File: src/rtl/kbd_ctl.sv
// PS/2 keyboard receiver and arrow-key decoder: turns scan-code frames into a
// held-key bitmap (up/down/left/right) and flags malformed or stalled frames.
module kbd_ctl #(
  parameter int unsigned TIMEOUT = 65000
) (
  input  logic       pclk,
  input  logic       rst,
  input  logic       ps2_clk,
  input  logic       ps2_data,
  output logic [3:0] key,
  output logic       frame_err
);

  localparam int unsigned CW = $clog2(TIMEOUT + 1);

  typedef enum logic       {RX_IDLE, RX_RECV} rx_state_e;
  typedef enum logic [1:0] {D_IDLE, D_EXT, D_BRK, D_EXT_BRK} dec_state_e;

  logic clk_meta_q, clk_sync_q, clk_prev_q;
  logic data_meta_q, data_sync_q;
  logic fall;

  rx_state_e     rx_state_q, rx_state_d;
  logic [3:0]    bit_cnt_q, bit_cnt_d;
  logic [8:0]    shift_q, shift_d;
  logic [CW-1:0] idle_cnt_q, idle_cnt_d;
  logic [7:0]    byte_q, byte_d;
  logic          byte_valid_q, byte_valid_d;
  logic          frame_err_q, frame_err_d;

  dec_state_e    dec_q, dec_d;
  logic [3:0]    key_q, key_d;
  logic [3:0]    arrow_mask;

  // Falling edge of the synchronized PS/2 clock; data is sampled alongside it.
  assign fall = clk_prev_q & ~clk_sync_q;

  always_comb begin
    // NOTE: every signal gets a default before the case so no latch is inferred.
    rx_state_d   = rx_state_q;
    bit_cnt_d    = bit_cnt_q;
    shift_d      = shift_q;
    idle_cnt_d   = idle_cnt_q;
    byte_d       = byte_q;
    byte_valid_d = 1'b0;
    frame_err_d  = 1'b0;
    case (rx_state_q)
      RX_IDLE: begin
        idle_cnt_d = '0;
        if (fall && !data_sync_q) begin
          rx_state_d = RX_RECV;
          bit_cnt_d  = '0;
        end
      end
      RX_RECV: begin
        if (fall) begin
          idle_cnt_d = '0;
          if (bit_cnt_q == 4'd9) begin
            rx_state_d = RX_IDLE;
            if ((^shift_q) && data_sync_q) begin
              byte_valid_d = 1'b1;
              byte_d       = shift_q[7:0];
            end else begin
              frame_err_d = 1'b1;
            end
          end else begin
            // Bits arrive LSB first, so shift in at the top.
            shift_d   = {data_sync_q, shift_q[8:1]};
            bit_cnt_d = bit_cnt_q + 4'd1;
          end
        end else if (idle_cnt_q == CW'(TIMEOUT - 1)) begin
          rx_state_d  = RX_IDLE;
          frame_err_d = 1'b1;
        end else begin
          idle_cnt_d = idle_cnt_q + CW'(1);
        end
      end
      default: rx_state_d = RX_IDLE;
    endcase
  end

  always_comb begin
    case (byte_q)
      8'h75:   arrow_mask = 4'b0001;
      8'h72:   arrow_mask = 4'b0010;
      8'h6B:   arrow_mask = 4'b0100;
      8'h74:   arrow_mask = 4'b1000;
      default: arrow_mask = 4'b0000;
    endcase
  end

  always_comb begin
    dec_d = dec_q;
    key_d = key_q;
    if (frame_err_q) begin
      dec_d = D_IDLE;
    end else if (byte_valid_q) begin
      case (dec_q)
        D_IDLE: begin
          if (byte_q == 8'hE0)                         dec_d = D_EXT;
          else if (byte_q == 8'hF0)                    dec_d = D_BRK;
          else if (byte_q == 8'h00 || byte_q == 8'hFF) key_d = 4'b0000;
        end
        D_EXT: begin
          dec_d = (byte_q == 8'hF0) ? D_EXT_BRK : D_IDLE;
          key_d = key_q | arrow_mask;
        end
        D_EXT_BRK: begin
          dec_d = D_IDLE;
          key_d = key_q & ~arrow_mask;
        end
        default: dec_d = D_IDLE;
      endcase
    end
  end

  always_ff @(posedge pclk) begin
    // NOTE: sequential state uses non-blocking assignments only.
    if (rst) begin
      clk_meta_q   <= 1'b0;
      clk_sync_q   <= 1'b0;
      clk_prev_q   <= 1'b0;
      data_meta_q  <= 1'b0;
      data_sync_q  <= 1'b0;
      rx_state_q   <= RX_IDLE;
      bit_cnt_q    <= '0;
      shift_q      <= '0;
      idle_cnt_q   <= '0;
      byte_q       <= '0;
      byte_valid_q <= 1'b0;
      frame_err_q  <= 1'b0;
      dec_q        <= D_IDLE;
      key_q        <= '0;
    end else begin
      clk_meta_q   <= ps2_clk;
      clk_sync_q   <= clk_meta_q;
      clk_prev_q   <= clk_sync_q;
      data_meta_q  <= ps2_data;
      data_sync_q  <= data_meta_q;
      rx_state_q   <= rx_state_d;
      bit_cnt_q    <= bit_cnt_d;
      shift_q      <= shift_d;
      idle_cnt_q   <= idle_cnt_d;
      byte_q       <= byte_d;
      byte_valid_q <= byte_valid_d;
      frame_err_q  <= frame_err_d;
      dec_q        <= dec_d;
      key_q        <= key_d;
    end
  end

  assign key       = key_q;
  assign frame_err = frame_err_q;

endmodule

File: config.mk
export PLATFORM = sky130hd
export DESIGN_NAME = kbd_ctl
export DESIGN_NICKNAME = d
export VERILOG_FILES = /design/src/rtl/kbd_ctl.sv
export SDC_FILE = /design/constraint.sdc
export NUM_CORES = 1
export LEC_CHECK = 0
export BUFFER_PORTS_ARGS = -buffer_cell sky130_fd_sc_hd__buf_2
export CORE_MARGIN = 10
export CORE_UTILIZATION = 40
export CTS_CLUSTER_DIAMETER = 60
export CTS_CLUSTER_SIZE = 40
export DETAILED_ROUTE_END_ITERATION = 8
export SKIP_CTS_REPAIR_TIMING = 1
export SLEW_MARGIN = 0
export SYNTH_ARGS = -nofsm -noshare
export SYNTH_HDL_FRONTEND = slang
export SYNTH_SLANG_ARGS = --single-unit
File: constraint.sdc
create_clock -name pclk -period 2.4 [get_ports pclk]
set_clock_uncertainty 0.05 [all_clocks]
set_input_delay 0.36 -clock pclk [delete_from_list [all_inputs] [get_ports pclk]]
set_output_delay 0.36 -clock pclk [all_outputs]
set_load 0.005 [all_outputs]
==> impl_results.md, run 1 <==
- IR drop worst, VDD: 374 uV
- Post-synthesis instance total: 252
- Synth Register Bits: 51
- Max cap viols: 0
- Post-DP HPWL: 2880 um
- Yosys warns: 0
- Drt total wl: 4180 um
- Layout cell share with drive strength beyond 1: 9.51%
- Via density: 5.24
- Die height: 95.8 um
- Crit path time final: 1810 ps
- Prevailing post-synth register cell: dfxtp_1
- Synth Cell Area: 2300 um^2
- # diodes: 0
- Starting Density: 41.5%
- Dpl ws: 597 ps
- Setup Viol. Count Final: 0
- Status: finished clean
- Max Clock Freq: 553 MHz
- Routed WL per cell: 12.5 um
- Clk root buf: clkbuf_8
- Initial antenna violation count: 0
- Ys async rst share: 0%
- Skew-Pair Late Insertion Delay: 300 ps
- Slew at the pin closest to its max-slew limit: 630 ps
- Port buffer count: 8
- Gr ovfl total: 0
- Clock tree sinks: 51
- Worst Setup Path Type: reg -> reg
- Post-synth EDFFs: 0
- DRT antenna net count: 0
- Crit path required time: 2530 ps
- Fin. max-slew vios: 0
- Initial drt markers: 79
- Max-Slew Margin vs Limit: 57.9%
- Synth Net Count: 259
- CTS tree: built
- Fin Hold WS: 215 ps
- Power Density: 561 nW/um^2
- Mean area per synthesized cell: 9.13 um^2
- Leak: 0.832 nW
- Final setup margin: 590 ps
- Placer Congestion: 0.785
- Sum Neg Setup Slack: 0 ps
- Rows: 27
- Register area share after synthesis: 44.4%
- Hold crit path type: in -> reg
- Fin. Hold Viols: 0
- Die area: 9180 um^2
- DRT Pass-1 Iters: 4
- GR Util All Layers: 9.88%
- Critical path data arrival time: 1940 ps
- # DRC: 0
- Largest fanout on the critical path: 7
- TritonCTS Buffers: 5
- Post-synth cell types: 39
- Clk buf depth: 2
- Pin count of the biggest net entering global routing: 36
- Area growth, synth to finish: 9.74%
- Period utilization: 75.4%
- I/O pins: 9
- Fin nets: 269
- Core area: 5540 um^2
- Die Wd: 95.8 um
- First-pass GRT wire length: 7400 um
- Vias: 1755
- Endpoint type of the worst setup path: register
- Unrepaired setup endpoints after global routing: no
- Clock Pin Slew Worst Setup and Hold Paths: 90 ps
- Startpoint Class: register
- Htree depth: 2
- Vias in the first global route: 1607
## layer usage
metal	vias to the layer above	track usage, %	share of wire (%)
li1	921	-	-
met1	803	13.0	51
met2	22	14.9	42
met3	9	3.04	4.6
met4	0	3.69	1.5
met5	-	0	0
## Yosys cell counts (all sizes together) (6+ instances only)
| cell type | count | area (um^2) |
|---|---|---|
| inv | 6 | 22.5 |
| nand4 | 16 | 100 |
| xnor2 | 8 | 108 |
| nand3 | 10 | 50.1 |
| nand2 | 13 | 48.8 |
| a21oi | 15 | 75.1 |
| clkbuf | 6 | 22.5 |
| xor2 | 13 | 121 |
| nor3 | 14 | 70.1 |
| mux2i | 12 | 120 |
| dfxtp | 51 | 1020 |
| nor2b | 6 | 37.5 |
| nor2 | 29 | 109 |
| o21ai | 14 | 73.8 |
## critical path, stage by stage, from the launching register on
cell      delay, ps
dfxtp_1         400
ha_1            250
nand3_1         130
nand4b_1        410
nand4_1         240
xor2_1          160
nor2_1           50
## kinds of logic after synthesis
logic type               after synthesis  share of synthesized area, %
AND/OR/NAND/NOR                      108                          24.8
multiplexers                          12                          5.22
buffers and inverters                 14                          2.39
flip-flops                            51                          44.4
adder cells (fa/ha/maj)                3                          1.63
XOR/XNOR                              22                          11.0
AO/OA/AOI/OAI                         42                          10.6
## worst paths after layout
kind,cells after the start,from,slack [ps],endpoint
max,6,idle_cnt_q[0],590,idle_cnt_q[3]
min,2,ps2_clk,210,clk_meta_q
max reg2reg,6,idle_cnt_q[0],590,idle_cnt_q[3]
min reg2reg,1,data_meta_q,390,data_sync_q
## metrics by stage
stage | util (%) | power [mW] | instances | area (um^2)
6_report | 45.6 | 1.42 | 335 | 2520
5_1_grt | 45.6 | 1.47 | 335 | 2520
4_1_cts | 45.6 | 1.44 | 335 | 2520
3_5_place_dp | 43.7 | 0.896 | 327 | 2420
3_3_place_gp | 43.7 | 0.896 | 327 | 2420
2_1_floorplan | - | 0.889 | 252 | 2300
## power breakdown
part | leakage, nW | switching, mW | internal, mW
clock network | 0.0505 | 0.278 | 0.262
logic | 0.370 | 0.0144 | 0.00762
registers | 0.412 | 0.00407 | 0.850
## final cells by class
type	instances	area, um^2
fillers	553	3020
multi-input cells	187	1220
flip-flops and latches	51	1020
clock buffers	7	96.3
well taps	72	90.1
repair buffers	11	62.6
inverters	6	22.5
clock inverters	1	7.51
## sequential cells by signal, indices dropped and copies added (netlist names)
| signal | count |
|---|---|
| byte_valid_q | 1 |
| frame_err | 1 |
| idle_cnt_q | 16 |
| clk_meta_q | 1 |
| clk_prev_q | 1 |
| data_sync_q | 1 |
| dec_q | 2 |
| data_meta_q | 1 |
| key | 4 |
| shift_q | 9 |
| bit_cnt_q | 4 |
| clk_sync_q | 1 |
| byte_q | 8 |
| rx_state_q | 1 |
## layout by cell type, fill, tap and decap left out, types with 5 or more instances in the layout
cell      instances
dfxtp_1          51
nand4_1          16
inv_1             6
nand2_1          13
nor2_1           29
a21oi_1          15
o21ai_0          13
nand3_1          10
xnor2_1           6
xor2_1           12
nor2b_1           6
mux2i_1          12
buf_2             8
nor3_1           14
a31oi_1           5
clkbuf_8          7
Power figures use the tool's default switching activity.
==> inputs of run 2 (changes only) <==
==> constraint.sdc (replaced) <==
create_clock -name pclk -period 1.5 [get_ports pclk]
set_clock_uncertainty 0.05 [all_clocks]
set_input_delay 0.225 -clock pclk [delete_from_list [all_inputs] [get_ports pclk]]
set_output_delay 0.225 -clock pclk [all_outputs]
set_load 0.005 [all_outputs]
==> run 2 against run 1 <==
The run now ends with setup timing left. Critical path type unchanged. Via count up 16%. Sequential share of layout area is 7.4 points lower. Final cell count grew 14%. Core utilization grew 11 points. Setup slack got worse by 840 ps. Final area rose by 25%. Worst hold slack worse by 140 ps. Wire length rose by 23%. Critical path depth unchanged. Total power rose by 77%. Global-route usage increased by 0.85 points.
==> impl_results.md, run 2 (same netlist as run 1, synthesis figures left out) <==
- Status: finished, violations left
- Violated checks: setup timing
- Max-Slew Margin vs Limit: 65.5%
- Drt total wl: 5160 um
- Fin. max-slew vios: 0
- TritonCTS Buffers: 5
- Via density: 5.31
- Die height: 95.8 um
- Unrepaired setup endpoints after global routing: yes
- Period utilization: 117%
- Leak: 1.15 nW
- Top reg by flops: idle_cnt_q
- GR Util met2: 17.4%
- Met1 GRT Util: 13.9%
- Fin nets: 317
- Gr ovfl total: 0
- Worst Setup Path Type: reg -> reg
- Most common library cell in the layout ignoring fill and taps: buf_4
- DRT antenna net count: 0
- Setup Viol. Count Final: 24
- CP Launch Point: shift_q[3]
- Placer Congestion: 0.834
- Dpl ws: -229 ps
- Startpoint Class: register
- Max Clock Freq: 570 MHz
- Crit path time final: 1750 ps
- Skew-Pair Late Insertion Delay: 300 ps
- Critical path data arrival time: 1930 ps
- Clock tree sinks: 51
- Pin count of the biggest net entering global routing: 36
- First-pass GRT wire length: 8140 um
- Die area: 9180 um^2
- Vias in the first global route: 1847
- Crit path required time: 1680 ps
- Starting Density: 41.5%
- Initial antenna violation count: 0
- Largest fanout on the critical path: 5
- IR drop worst, VDD: 574 uV
- Endpoint type of the worst setup path: register
- Most frequent cells in the layout: buf_4, dfxtp_1, nor2_1
- R2R cell count: 6
- Clk root buf: clkbuf_8
- Layout cell share with drive strength beyond 1: 34.4%
- Port buffer count: 8
- Power Density: 797 nW/um^2
- Post-DP HPWL: 3420 um
- Slew at the pin closest to its max-slew limit: 518 ps
- Fin Hold WS: 78.9 ps
- I/O pins: 9
- Rows: 27
- Area growth, synth to finish: 37.0%
- GR Util All Layers: 10.7%
- GRT busiest layer: met2
- Worst hold path depth: 2
- Max reg flops: 16
- Htree depth: 2
- DRT Pass-1 Iters: 4
- # DRC: 0
- Initial drt markers: 131
- CTS tree: built
- Routed WL per cell: 13.5 um
- Filler cell count in the final layout: 504
- Worst R2R Setup Slack: -250 ps
- Clock Pin Slew Worst Setup and Hold Paths: 90 ps
- Hold crit path type: in -> reg
- Largest registers: idle_cnt_q x16, shift_q x9, byte_q x8
- Power Total: 2.51 mW
- Fin. Hold Viols: 0
- FF-to-FF Start: shift_q[3]
- Met3 Use GR: 2.41%
- Die Wd: 95.8 um
- Clk buf depth: 2
- Core area: 5540 um^2
- Vias: 2034
- # diodes: 0
- Final setup margin: -254 ps
- CP Capture Point: byte_q[3]
- Max cap viols: 0
- Worst R2R End: byte_q[3]
## run 2: changes by cell type in the layout (fill, tap and decap cells not counted), moves of 4 or more
cell	before	now
dfxtp_2	0	13
nor3_2	0	4
buf_6	0	4
dfxtp_1	51	37
o21ai_1	0	6
buf_4	3	44
nor3_1	14	10
o21ai_0	13	5
## run 2: final cells by class
type / instances / area (um^2) / share of cell area [%]
Timing Repair Buffer: 57 / 430 / 13.7
Tap cell: 72 / 90.1 / 2.86
Clock buffer: 6 / 72.6 / 2.30
Multi-Input combinational cell: 189 / 1430 / 45.5
Clock inverter: 2 / 60.1 / 1.91
Sequential cell: 51 / 1040 / 33.0
Inverter: 6 / 22.5 / 0.715
## run 2: per-layer routing
layer	up-vias	share of wire, %
met3	5	4.3
met5	-	0
li1	1022	-
met4	0	0.87
met2	39	50
met1	968	45
## run 2: metrics by stage
step                      instance area, um^2  std cells  setup TNS [ps]  util (%)
after floorplan                          2350        252           -1120         -
after global placement                   2730        363           -2250      49.3
after detailed placement                 2730        363           -2820      49.3
after CTS                                2860        371           -3160      51.6
after global routing                     3150        383           -5220      56.9
final                                    3150        383           -3180      56.9
## run 2: report_power, final
group,internal (mW),total [mW],switching [mW]
combinational,0.0191,0.0499,0.0308
clock,0.667,1.10,0.432
sequential,1.36,1.36,0.00399
## run 2: worst max-delay path: stages, from the launching register on
cell     delay [ps]
dfxtp_2         340
xnor2_2         150
xnor3_2         470
buf_4           170
xnor2_4         210
nand4_1         130
a21oi_1         160
## run 2: worst min-delay path by stage
stage,startpoint,end,slack [ps]
6_report,ps2_data,data_meta_q,80
2_1_floorplan,ps2_clk,clk_meta_q,300
5_1_grt,ps2_clk,clk_meta_q,100
3_5_place_dp,clk_meta_q,clk_sync_q,370
3_3_place_gp,clk_meta_q,clk_sync_q,370
4_1_cts,ps2_data,data_meta_q,70
==> inputs of run 3 (changes only) <==
--- a/config.mk
+++ b/config.mk
@@ -6,6 +6,7 @@
 export NUM_CORES = 1
 export LEC_CHECK = 0
 export BUFFER_PORTS_ARGS = -buffer_cell sky130_fd_sc_hd__buf_2
+export CORE_ASPECT_RATIO = 2
 export CORE_MARGIN = 10
 export CORE_UTILIZATION = 40
 export CTS_CLUSTER_DIAMETER = 60
==> run 3 against run 2 <==
The flow still finishes with violations (setup timing). Critical path depth shrank 1. Wire length rose by 5.6%. Worst hold slack worse by 11 ps. Combinational power decreased by 4.4%. Clock power rose by 4%. Final area decreased by 2.4%. Setup slack better by 30 ps. Largest power group unchanged. Largest cell class unchanged.
==> impl_results.md, run 3 (same netlist as run 1, synthesis figures left out) <==
- I/O pins: 9
- Largest registers: idle_cnt_q x16, shift_q x9, byte_q x8
- Max cap viols: 0
- Starting Density: 40.6%
- Initial antenna violation count: 0
- Vias: 2007
- Clk root buf: clkbuf_16
- Dpl cells: 357
- CP Launch Point: shift_q[8]
- Fin area: 3080 um^2
- DRT Pass-1 Iters: 4
- Sequential share of power: 53.5%
- Htree depth: 2
- Gr ovfl total: 0
- Fin. Hold Viols: 0
- DRT antenna net count: 0
- Critical path data arrival time: 1900 ps
- Die area: 9370 um^2
- Skew-Pair Late Insertion Delay: 290 ps
- Slew at the pin closest to its max-slew limit: 362 ps
- Drt total wl: 5450 um
- Area growth, synth to finish: 33.7%
- Crit path time final: 1720 ps
- Internal power: 2.03 mW
- Routed WL per cell: 14.8 um
- Comb power frac: 1.9%
- # diodes: 0
- IR drop worst, VDD: 924 uV
- Dpl ws: -272 ps
- Core area: 5660 um^2
- Clock tree sinks: 51
- Worst Setup Path Type: reg -> reg
- Period utilization: 115%
- Endpoint type of the worst setup path: register
- Post-DP HPWL: 4040 um
- Die height: 127 um
- Most frequent cells in the layout: buf_4, dfxtp_1, nor2_1
- # DRC: 0
- Register area: 1040 um^2
- Sw frac: 20.4%
- Largest fanout on the critical path: 9
- Top reg by flops: idle_cnt_q
- Multi-input gate area: 1380 um^2
- Rows: 39
- Clock Pin Slew Worst Setup and Hold Paths: 70 ps
- Power Density: 830 nW/um^2
- Layout Cells excl Fill: 368
- GR Util All Layers: 11.8%
- CTS tree: built
- Net switching power: 520 uW
- Most common library cell in the layout ignoring fill and taps: buf_4
- Clk buf depth: 2
- Fin. max-slew vios: 0
- First-pass GRT wire length: 8880 um
- Max-Slew Margin vs Limit: 75.8%
- Unrepaired setup endpoints after global routing: yes
- Placer Congestion: 0.786
- Crit path required time: 1680 ps
- Worst R2R End: byte_q[7]
- Startpoint Class: register
- Max reg flops: 16
- Hold crit path type: in -> reg
- Filler cell count in the final layout: 518
- Setup Viol. Count Final: 24
- CP Capture Point: byte_q[7]
- Clock power share: 44.6%
- Die Wd: 73.6 um
- Leak: 1.13 nW
- Layout cell share with drive strength beyond 1: 34.9%
- Max Clock Freq: 580 MHz
- Via density: 5.45
- Worst R2R Setup Slack: -220 ps
- Final setup margin: -224 ps
- R2R cell count: 5
- FF-to-FF Start: shift_q[8]
- Status: finished, violations left
- Fin nets: 314
- TritonCTS Buffers: 5
- Port buffer count: 8
- Sum Neg Setup Slack: -3530 ps
- Pin count of the biggest net entering global routing: 35
- Vias in the first global route: 2046
- Violated checks: setup timing
- Initial drt markers: 60
- Post-DP Area: 2750 um^2
-- run 3: changes by cell type in the layout (fill, tap and decap cells not counted), moves of 2 or more --
cell and change:
xor2_4 -2, clkbuf_8 -4, bufinv_16 -2, mux2i_1 -2, clkbuf_16 +5
-- run 3: critical path, stage by stage, from the launching register on --
cell and delay (ps):
dfxtp_1 380, xnor2_2 120, xnor3_2 520, xnor2_4 280, nand4_1 140, a21oi_1 170
-- run 3: layer usage --
layer | up-vias | track usage (%) | part of all wire, %
met5 | - | 0 | 0
met1 | 957 | 9.89 | 34
met3 | 12 | 2.71 | 2.8
met2 | 27 | 23.0 | 61
li1 | 1011 | - | -
met4 | 0 | 6.62 | 3.0
-- run 3: worst min path at each step --
stage,depth (start not counted),start,end
after floorplan,1,ps2_clk,clk_meta_q
after global placement,2,rst,rx_state_q
final,2,rst,rx_state_q
after CTS,2,rst,rx_state_q
after detailed placement,2,rst,rx_state_q
after global routing,2,rst,rx_state_q
-- run 3: area by class of cell --
| type | count | area share, % |
|---|---|---|
| tap | 61 | 2.48 |
| clock buffer | 6 | 4.52 |
| timing repair buffer | 56 | 13.5 |
| multi-input combinational | 187 | 44.9 |
| sequential | 51 | 33.7 |
| clock inverter | 1 | 0.163 |
| inverter | 6 | 0.732 |
-- run 3: power groups by stage --
stage | clock (mW) | sequential, mW | combinational [mW]
after floorplan | 0 | 1.39 | 0.0289
after global placement | 0 | 1.40 | 0.0460
after detailed placement | 0 | 1.40 | 0.0463
after CTS | 1.17 | 1.36 | 0.0464
after global routing | 1.21 | 1.36 | 0.0524
final | 1.14 | 1.36 | 0.0477
-- run 3: stage by stage --
step           power [mW]  hold WS, ps  utilization (%)
2_1_floorplan        1.42          303                -
3_3_place_gp         1.44          373             48.6
3_5_place_dp         1.44          377             48.6
4_1_cts              2.58         65.7             51.2
5_1_grt              2.63         69.3             54.3
6_report             2.55         67.4             54.3
